## src/rtl/key_press_detector_if.sv

```systemverilog
// Key-press detector signal bundle: raw level and clear toward the detector,
// debounced pulse/level/count back out.
interface key_press_detector_if #(
  parameter int COUNT_WIDTH = 8
);
  logic                   In;
  logic                   Clear;
  logic                   Press;
  logic                   Held;
  logic [COUNT_WIDTH-1:0] PressCount;

  modport master (
    output In,
    output Clear,
    input  Press,
    input  Held,
    input  PressCount
  );

  modport slave (
    input  In,
    input  Clear,
    output Press,
    output Held,
    output PressCount
  );
endinterface

```

## src/rtl/key_press_detector.sv

```systemverilog
// Debounces a synchronized key level and emits one Press pulse per accepted press.
// Press fires the cycle after the DEBOUNCE_CYCLES-th high sample; no backpressure.
module key_press_detector #(
  parameter int DEBOUNCE_CYCLES = 4,
  parameter int COUNT_WIDTH     = 8
) (
  input logic             Clock,
  input logic             Reset,
  key_press_detector_if.slave kp
);

  typedef enum logic [1:0] {
    IDLE,
    ARMING,
    PRESSED,
    RELEASING
  } state_t;

  localparam logic [7:0]             CNT_LAST  = 8'(DEBOUNCE_CYCLES - 1);
  localparam logic [COUNT_WIDTH-1:0] COUNT_MAX = '1;

  state_t                 state;
  logic [7:0]             cnt;
  logic                   press_q;
  logic                   held_q;
  logic [COUNT_WIDTH-1:0] count_q;

  always_ff @(posedge Clock or posedge Reset) begin
    if (Reset) begin
      state   <= IDLE;
      cnt     <= 8'd0;
      press_q <= 1'b0;
      held_q  <= 1'b0;
      count_q <= '0;
    end else begin
      press_q <= 1'b0;

      case (state)
        IDLE: begin
          if (kp.In) begin
            state <= ARMING;
            cnt   <= 8'd1;
          end else begin
            cnt   <= 8'd0;
          end
        end

        ARMING: begin
          if (!kp.In) begin
            state <= IDLE;
            cnt   <= 8'd0;
          end else if (cnt == CNT_LAST) begin
            state   <= PRESSED;
            cnt     <= 8'd0;
            press_q <= 1'b1;
            held_q  <= 1'b1;
          end else begin
            cnt <= cnt + 8'd1;
          end
        end

        PRESSED: begin
          if (!kp.In) begin
            state <= RELEASING;
            cnt   <= 8'd1;
          end
        end

        RELEASING: begin
          // A bounce back high resumes the held press without a new pulse.
          if (kp.In) begin
            state <= PRESSED;
            cnt   <= 8'd0;
          end else if (cnt == CNT_LAST) begin
            state  <= IDLE;
            cnt    <= 8'd0;
            held_q <= 1'b0;
          end else begin
            cnt <= cnt + 8'd1;
          end
        end

        default: begin
          state  <= IDLE;
          cnt    <= 8'd0;
          held_q <= 1'b0;
        end
      endcase

      // Clear has priority over a same-edge increment; count saturates at all-ones.
      if (kp.Clear) begin
        count_q <= '0;
      end else if (state == ARMING && kp.In && cnt == CNT_LAST && count_q != COUNT_MAX) begin
        count_q <= count_q + 1'b1;
      end
    end
  end

  assign kp.Press      = press_q;
  assign kp.Held       = held_q;
  assign kp.PressCount = count_q;

  a_press_single: assert property (@(posedge Clock) disable iff (Reset) press_q |=> !press_q);
  a_held_state:   assert property (@(posedge Clock) disable iff (Reset)
                                   held_q == (state == PRESSED || state == RELEASING));

endmodule

```

## src/flat_wrapper.sv

```systemverilog
// flat-port wrapper written by rule: the top's interface ports become plain ports
module key_press_detector_flat 
#(
  parameter int DEBOUNCE_CYCLES = 4,
  parameter int COUNT_WIDTH     = 8
)
  (Clock, Reset, kp_In, kp_Clear, kp_Press, kp_Held, kp_PressCount);
  key_press_detector_if #(.COUNT_WIDTH(COUNT_WIDTH)) kp_i ();
  input logic Clock;
  input logic Reset;
  input wire logic [$bits(kp_i.In)-1:0] kp_In;
  input wire logic [$bits(kp_i.Clear)-1:0] kp_Clear;
  output wire logic [$bits(kp_i.Press)-1:0] kp_Press;
  output wire logic [$bits(kp_i.Held)-1:0] kp_Held;
  output wire logic [$bits(kp_i.PressCount)-1:0] kp_PressCount;
  assign kp_i.In = kp_In;
  assign kp_i.Clear = kp_Clear;
  assign kp_Press = kp_i.Press;
  assign kp_Held = kp_i.Held;
  assign kp_PressCount = kp_i.PressCount;
  key_press_detector #(.DEBOUNCE_CYCLES(DEBOUNCE_CYCLES), .COUNT_WIDTH(COUNT_WIDTH)) u_core (.Clock(Clock), .Reset(Reset), .kp(kp_i));
endmodule
```

## config.mk

```make
export PLATFORM = sky130hd
export DESIGN_NAME = key_press_detector_flat
export DESIGN_NICKNAME = d
export VERILOG_FILES = /design/src/rtl/key_press_detector_if.sv /design/src/rtl/key_press_detector.sv /design/src/flat_wrapper.sv
export SDC_FILE = /design/constraint.sdc
export NUM_CORES = 1
export LEC_CHECK = 0
export BUFFER_PORTS_ARGS = -buffer_cell sky130_fd_sc_hd__buf_2
export CAP_MARGIN = 25
export CORE_MARGIN = 2
export CORE_UTILIZATION = 59
export CTS_CLUSTER_DIAMETER = 80
export DETAILED_ROUTE_END_ITERATION = 10
export PLACE_DENSITY_LB_ADDON = 0.1
export SLEW_MARGIN = 20
export SYNTH_ARGS = -nofsm -noshare
export SYNTH_HDL_FRONTEND = slang
export SYNTH_SLANG_ARGS = --single-unit
```

## constraint.sdc

```tcl
create_clock -name Clock -period 4.2 [get_ports Clock]
set_input_delay 0.42 -clock Clock [delete_from_list [all_inputs] [get_ports Clock]]
set_output_delay 0.42 -clock Clock [all_outputs]
set_load 0.1 [all_outputs]
```

* Word level (Yosys, flattened, before mapping)
Cells that the tools add are included.
Operators by class: add/subtract/negate cells 2, equality and inequality tests 13, mux-type cells 23, reduce and logical (&&, ||, !) cells 8
Operator list (number):
- $mux W8 | 6
- $pmux W8 S4 | 1
- $add A8 B1 Y8 const B | 2
- $mux W2 | 6
- $eq A8 B2 Y1 const B | 1
- $mux W1 | 8
- $ne A2 B2 Y1 const B | 4
- $ne A8 B8 Y1 const B | 1
- $pmux W2 S4 | 1
- $ne A3 B2 Y1 const B | 2
- $reduce_and A5 Y1 | 1
- $eq A2 B2 Y1 const B | 2
- $ne A2 B1 Y1 const B | 2
- $reduce_and A4 Y1 | 1
- $reduce_bool A2 Y1 | 2
- $logic_and A1 B1 Y1 | 3
- $eq A2 B1 Y1 const B | 1
- $logic_not A2 Y1 | 1
- $pmux W1 S2 | 1
Storage, ports and cells: flip-flop bits (word level) 20, input port bits 4, output and inout bits 10

* Logic depth before layout (Yosys ltp)
Gate-level depths: netlist of the first run.
word-level depth 6, depth in mapped cells 6

* Least setup slack after synthesis of the first run
No wires, ideal clock.
path type reg-to-reg, start register u_core.count_q[1], in the netlist u_core.kp.PressCount[1], end register u_core.count_q[5], in the netlist u_core.kp.PressCount[5], setup time 0.125 ns, arrival time 2.353 ns, slack 1.723 ns, cell stages (with the launch flop) 6, buffers on the path 0, path through dfrtp_1 ha_1 nand3_1 nor3_1 nor4_1 mux2_2
Between the ends: word-level cells in the longest chain between the ends 3, elaborated cells between the ends (all ways) 6
RTL lines:
- start, declared | RTL line key_press_detector.sv:26 | logic [COUNT_WIDTH-1:0] count_q;
- start signal, assigned | RTL line key_press_detector.sv:94 | count_q <= count_q + 1'b1;
- $add A8 B1 Y8 / $ne A8 B8 Y1 (equally long branches) | RTL line key_press_detector.sv:94, key_press_detector.sv:93
- $mux W8 / $logic_and A1 B1 Y1 (equally long branches) | RTL line key_press_detector.sv:93 | end else if (state == ARMING && kp.In && cnt == CNT_LAST && count_q != COUNT_MAX) begin
- $mux W8 / $reduce_bool A2 Y1 (equally long branches)
Several ways; a longest one is shown, not always the timed one. The select of a mux whose other input is x is not followed. A chain may end at the register's enable or synchronous reset.

* Worst setup path in the final report of the first run
start register u_core.cnt[0], end register u_core.count_q[5], in the netlist u_core.kp.PressCount[5]
Between the ends: word-level cells in the longest chain between the ends 4
RTL lines:
- start, declared | RTL line key_press_detector.sv:23 | logic [7:0] cnt;
- start signal, assigned | RTL line key_press_detector.sv:58 | cnt <= cnt + 8'd1;
- start signal, assigned | RTL line key_press_detector.sv:79 | cnt <= cnt + 8'd1;
- $eq A8 B2 Y1 | RTL line key_press_detector.sv:93
- $logic_and A1 B1 Y1 (2 in a row) | RTL line key_press_detector.sv:93
- $reduce_bool A2 Y1 (no line)
No other way between the ends.

==> reports/results.tsv, run 1 <==
metric	value	unit
dpl_cell_area	0.001161	mm2
cts_buffer_depth	2	
io_pins	14	
ys_ff_latch	20	
cts_buffers	3	
antennaDiodeCount	0	
crit_fanout	15	
synth_cell_types	37	
first_pass_iters	4	
nNetsFinal	130	
rows	15	
postCtsHoldBufs	0	
end_kind	flip-flop	
routed_via_density	5.791	
ctsRootBufferMaster	clkbuf_4	
die_w	46.73	um
coreArea	0.001727	mm2
clkSlewWorstSetupHoldPaths	0.11	ns
worstSkewPairLatency	0.29	ns
drv_slew	0	
seq_area_frac_synth	46.46	%
synthTopCellsByCount	dfrtp_1, nor2_1, nand2_1	
cts.sinks	20	
power_density	405.4	mW/mm2
tightest_slew	0.7912	ns
synth_top_family_by_area	simple AND/OR/NAND/NOR gates	
status	complete, no violations	
worstPathRequired	4.38	ns
yosys.area.top_type	dfrtp_1	
cp.arrival	2.32	ns
p_leak	0.5330	nW
synth_compound_area_share	13.01	%
start_util	62.39	%
seqPwrFrac	51.8	%
synth_xor_area_share	4.878	%
p_comb_share	26.4	%
finalHoldViolations	0	
synthMostInstantiatedCell	dfrtp_1	
cp.buffers_inverters	0	
critPathMaxStageDelay	0.44	ns
rsz0062_at_grt	no	
post_cts_buffers	0	
area_delta_synth_final	11.15	%
worst_clock_skew	0.003033	ns
relSlewSlack	46.85	%
finalCriticalPeriod	2.138	ns
synth_area_leaders	dfrtp_1, xor2_1, nor2_1, nand4_1, nand3_1	
antenna_found_initial	0	
synthSimpleGateAreaFrac	27.06	%
synth_edf_count	0	
netSwitchingFraction	33.98	%
synth_top_area_share	46.46	%
avgSynthCellArea	9.883	um2
design_area	0.001197	mm2
globalplace.congestion	0.9009	
ant_nets	0	
grt_pass1_vias	787	
cp_top_family	simple AND/OR/NAND/NOR gates	
path_cells	ha_1 > and4bb_2 > nand4b_2 > nor4_1 > mux2_2	
dieHeight	46.73	um
clkPwrFrac	21.9	%
port-buffer-count	13	
vias	857	
tritoncts	built	
syn-cell-area	0.001077	mm2
hold_class	input port to async pin	
die-area	0.002184	mm2
finalSetupViolCount	0	
drt-total-wl	1990	um
yosys_warnings	0	
power.internal	0.3205	mW
start_kind	flip-flop	
ir_worst_vdd	0.2513	mV
synth_ff_type	dfrtp_1	
track_usage	21.24	%
synth_nets	115	
synth_cells	109	
drcViolationCount	0	
synthAdderAreaFrac	2.323	%
muxShareOfSynthArea	3.020	%
cpMaxStageDelayCell	dfrtp_1	
maxCapViolCount	0	
htreeDepth	1	
timing.rr.start	u_core.cnt[0]	
fmax	467.7	MHz
cts_resized	0	
synthArstFlopShare	100.0	%
period_share	50.91	%
critical_path_class	flip-flop to flip-flop	
worstSetupStartpoint	u_core.cnt[0]	
p_sw	0.1649	mW
tns	0	ns
drtIter0Drc	13	
grt_pass1_wl	3263	um
dpl.hpwl	1550	um
avgRoutedWirePerCell	13.45	um
final_layout_size_suffix_gt1_share	19.51	%
grt-ovfl-total	0	
grt_max_degree	21	
## worst register-to-register path, stage by stage, from the launching register on
cell,delay [ns]
dfrtp_1,0.44
ha_1,0.25
and4bb_2,0.28
nand4b_2,0.31
nor4_1,0.38
mux2_2,0.37
## flip-flops by register name, indices dropped and copies added (netlist names), named ones only
register / cells
u_core.cnt: 8
u_core.kp.Held: 1
u_core.kp.Press: 1
u_core.kp.PressCount: 8
u_core.state: 1
## path summary, 6_finish.rpt
| path | to | slack, ns | cells past startpoint |
|---|---|---|---|
| worst max-delay path | u_core.kp.PressCount[5] | 2.06 | 5 |
| worst min-delay path | u_core.kp.PressCount[7] | 0.23 | 2 |
| worst max register to register | u_core.kp.PressCount[5] | 2.06 | 5 |
| worst min register to register | u_core.kp.Held | 0.55 | 2 |
| max in group asynchronous | u_core.cnt[6] | 3.51 | 2 |
| min in group Clock | u_core.kp.PressCount[3] | 0.38 | 2 |
## routing by layer
| metal | share of wire [%] | global-route usage (%) |
|---|---|---|
| met4 | 1.4 | 9.444 |
| met3 | 2.5 | 3.846 |
| met2 | 52 | 36.11 |
| met1 | 44 | 26.55 |
| met5 | 0 | 0 |
## final cells by class
cell class / instances / area [um2]
multi-input cells: 80 / 541.8
fillers: 155 / 529.3
repair buffers: 13 / 65.06
clock buffers: 4 / 36.28
well taps: 25 / 31.28
flip-flops and latches: 20 / 500.5
inverters: 6 / 22.52
## power by group through the flow
stage | clock (mW) | sequential [mW] | combinational, mW
finish | 0.106 | 0.251 | 0.128
global route | 0.121 | 0.257 | 0.145
CTS | 0.110 | 0.251 | 0.130
detailed placement | 0 | 0.256 | 0.129
global placement | 0 | 0.253 | 0.126
floorplan | 0 | 0.260 | 0.0936
## logic make-up (layout without fill, tap and decap cells)
group / Yosys count / in the layout
and+or+nand+nor: 50 / 50
AOI/OAI and AO/OA: 19 / 19
DFF: 20 / 20
buffers and inverters: 9 / 23
adders and majority gates: 2 / 2
muxes: 3 / 3
xor gates and xnor gates: 6 / 6
## cell usage in the layout, fill, tap and decap left out
cell type / n
clkbuf_8: 1
and3_1: 1
inv_1: 6
nor4_1: 1
nand4_1: 5
o22a_1: 1
and2_1: 2
o21ai_0: 4
nor2b_1: 2
nor4_4: 1
mux2_2: 2
o221ai_1: 1
nand2b_1: 2
dfrtp_1: 20
a21oi_1: 4
and4_1: 1
nand2_1: 8
xor2_1: 6
nand3_1: 6
a211oi_1: 1
o41ai_1: 1
a31oi_1: 1
nand3b_1: 1
o311ai_2: 1
and4bb_2: 1
ha_1: 2
clkbuf_4: 3
o31a_1: 1
o311ai_0: 1
o221a_2: 1
nor3_1: 3
nand4b_2: 1
o31ai_1: 2
buf_2: 13
or3_1: 1
nor2_1: 11
mux2i_1: 1
or4_1: 3
## through the flow
stage	util, %	total power, mW	cells	setup WS (ns)	hold WS (ns)
floorplan	-	0.3535	109	1.723	0.3838
global placement	67.25	0.3789	144	2.128	0.5248
detailed placement	67.25	0.3847	144	2.064	0.5339
CTS	69.35	0.4924	148	2.054	0.2650
global route	69.35	0.5229	148	1.873	0.2874
finish	69.35	0.4854	148	2.062	0.2336
Note: power is estimated with default switching activity, not from simulation.
==> run 2: changes to the inputs <==
- CORE_UTILIZATION: 59 -> 50
- clock period: 4.2 -> 1.95 ns (I/O delays scaled with it)
==> reports/results.tsv, run 2 (synthesized netlist as in run 1, its figures left out) <==
metric	value	unit	change
dpl.hpwl	1698	um	+9.5%
cts_buffers	3		unchanged
drcViolationCount	0		unchanged
design_area	0.001275	mm2	+6.5%
worst_clock_skew	0.003151	ns	+0.0001181 ns
final_layout_size_suffix_gt1_share	30.77	%	+11 points
vias	930		+8.5%
hold_class	input port to async pin		
grt_max_degree	21		unchanged
relSlewSlack	48.74	%	+1.9 points
dpl_cell_area	0.001244	mm2	+7.1%
status	complete, no violations		
coreArea	0.002002	mm2	+16%
finalHoldViolations	0		unchanged
tightest_slew	0.7681	ns	-0.02309 ns
routed_via_density	5.924		+2.3%
grt_pass1_wl	3974	um	+22%
layout_commonest_cell	buf_2		
worstSkewPairLatency	0.29	ns	about the same
drv_slew	0		unchanged
cp.buffers_inverters	0		unchanged
antenna_found_initial	0		unchanged
avgRoutedWirePerCell	14.54	um	+8.1%
htreeDepth	1		unchanged
area_delta_synth_final	18.35	%	
p_leak	0.5519	nW	+3.5%
die-area	0.002542	mm2	+16%
tns	0	ns	unchanged
crit_fanout	9		-6
cpMaxStageDelayCell	dfrtp_1		
port-buffer-count	13		unchanged
ant_nets	0		unchanged
hold-worst-slack	0.02242	ns	-0.2111 ns
track_usage	20.50	%	-0.74 points
dieHeight	50.42	um	+7.9%
path_cells	nor4_4 > nand4b_4 > nor4_1 > mux2_2		
fmax	536.9	MHz	+15%
tritoncts	built		
critPathMaxStageDelay	0.45	ns	about the same
cp_top_family	simple AND/OR/NAND/NOR gates		
drt-total-wl	2282	um	+15%
layout_common_cells	buf_2, dfrtp_1, nor2_1		
ir_worst_vdd	0.5121	mV	+100%
die_w	50.42	um	+7.9%
grt-ovfl-total	0		unchanged
grt_pass1_vias	909		+16%
antennaDiodeCount	0		unchanged
postCtsHoldBufs	0		unchanged
start_kind	flip-flop		
power_density	851.8	mW/mm2	+110%
end_kind	flip-flop		
drtIter0Drc	35		+22
cts.sinks	20		unchanged
io_pins	14		unchanged
ctsRootBufferMaster	clkbuf_4		
finalSetupViolCount	0		unchanged
finalCriticalPeriod	1.863	ns	-0.2754 ns
worstPathRequired	2.14	ns	-2.24 ns
nNetsFinal	138		+6.2%
start_util	53.81	%	-8.6 points
rows	16		+1
maxCapViolCount	0		unchanged
critical_path_class	flip-flop to flip-flop		
globalplace.congestion	0.8034		-11%
first_pass_iters	4		unchanged
cp.arrival	2.05	ns	-0.27 ns
clkSlewWorstSetupHoldPaths	0.11	ns	about the same
period_share	95.52	%	+45 points
fillers	175		+13%
cts_buffer_depth	2		unchanged
run 2: cell count changes in the layout (fill, tap and decap cells not counted), sizes merged:
cell / delta
buf: +8
clkbuf: -1
run 2: per-layer routing:
layer	up-vias	wire (um)	share of wire [%]	track usage, %
met5	-	0	0	0
met4	0	42	1.8	8.108
met3	4	80	3.5	2.976
met2	27	1231	54	37.72
met1	452	928	41	23.69
li1	447	-	-	-
run 2: stage by stage:
| step | total power, mW | setup WS (ns) | std cells | utilization [%] |
|---|---|---|---|---|
| 6_report | 1.086 | 0.08735 | 157 | 63.69 |
| 3_5_place_dp | 0.8936 | 0.05727 | 154 | 62.13 |
| 5_1_grt | 1.157 | -0.03022 | 157 | 63.69 |
| 3_3_place_gp | 0.8886 | 0.09833 | 154 | 62.13 |
| 4_1_cts | 1.085 | 0.04082 | 157 | 63.25 |
| 2_1_floorplan | 0.7623 | 0.08256 | 109 | - |
run 2: final cells by class:
type	count	area [um2]	area share, %
Multi-Input combinational cell	80	555.5	43.57
Sequential cell	20	515.5	40.43
Timing Repair Buffer	21	125.1	9.814
Tap cell	27	33.78	2.650
Clock buffer	3	22.52	1.766
Inverter	6	22.52	1.766
run 2: what timing repair did:
item | CTS | global route
resized for setup | 0 | 2
setup endpoints to repair | 0 | 4
setup buffers | 0 | 0
run 2: path summary, 6_finish.rpt:
path / end / from / cells past startpoint / slack, ns
worst max-delay path: u_core.kp.PressCount[5] / u_core.cnt[7] / 4 / 0.09
worst min-delay path: u_core.kp.PressCount[3] / Reset / 2 / 0.02
worst max register to register: u_core.kp.PressCount[5] / u_core.cnt[7] / 4 / 0.09
worst min register to register: u_core.kp.PressCount[2] / u_core.kp.PressCount[2] / 1 / 0.55
max in group asynchronous: u_core.kp.PressCount[1] / Reset / 2 / 1.37
min in group Clock: u_core.kp.PressCount[3] / kp_Clear / 2 / 0.15
run 2: worst register-to-register path, stage by stage (launching register included):
cell	delay (ns)
dfrtp_1	0.45
nor4_4	0.42
nand4b_4	0.21
nor4_1	0.32
mux2_2	0.36
run 2: where the power goes:
part | switching (mW) | total [mW] | internal (mW)
combinational | 0.216 | 0.383 | 0.166
sequential | 0.0452 | 0.511 | 0.466
clock | 0.120 | 0.192 | 0.0719
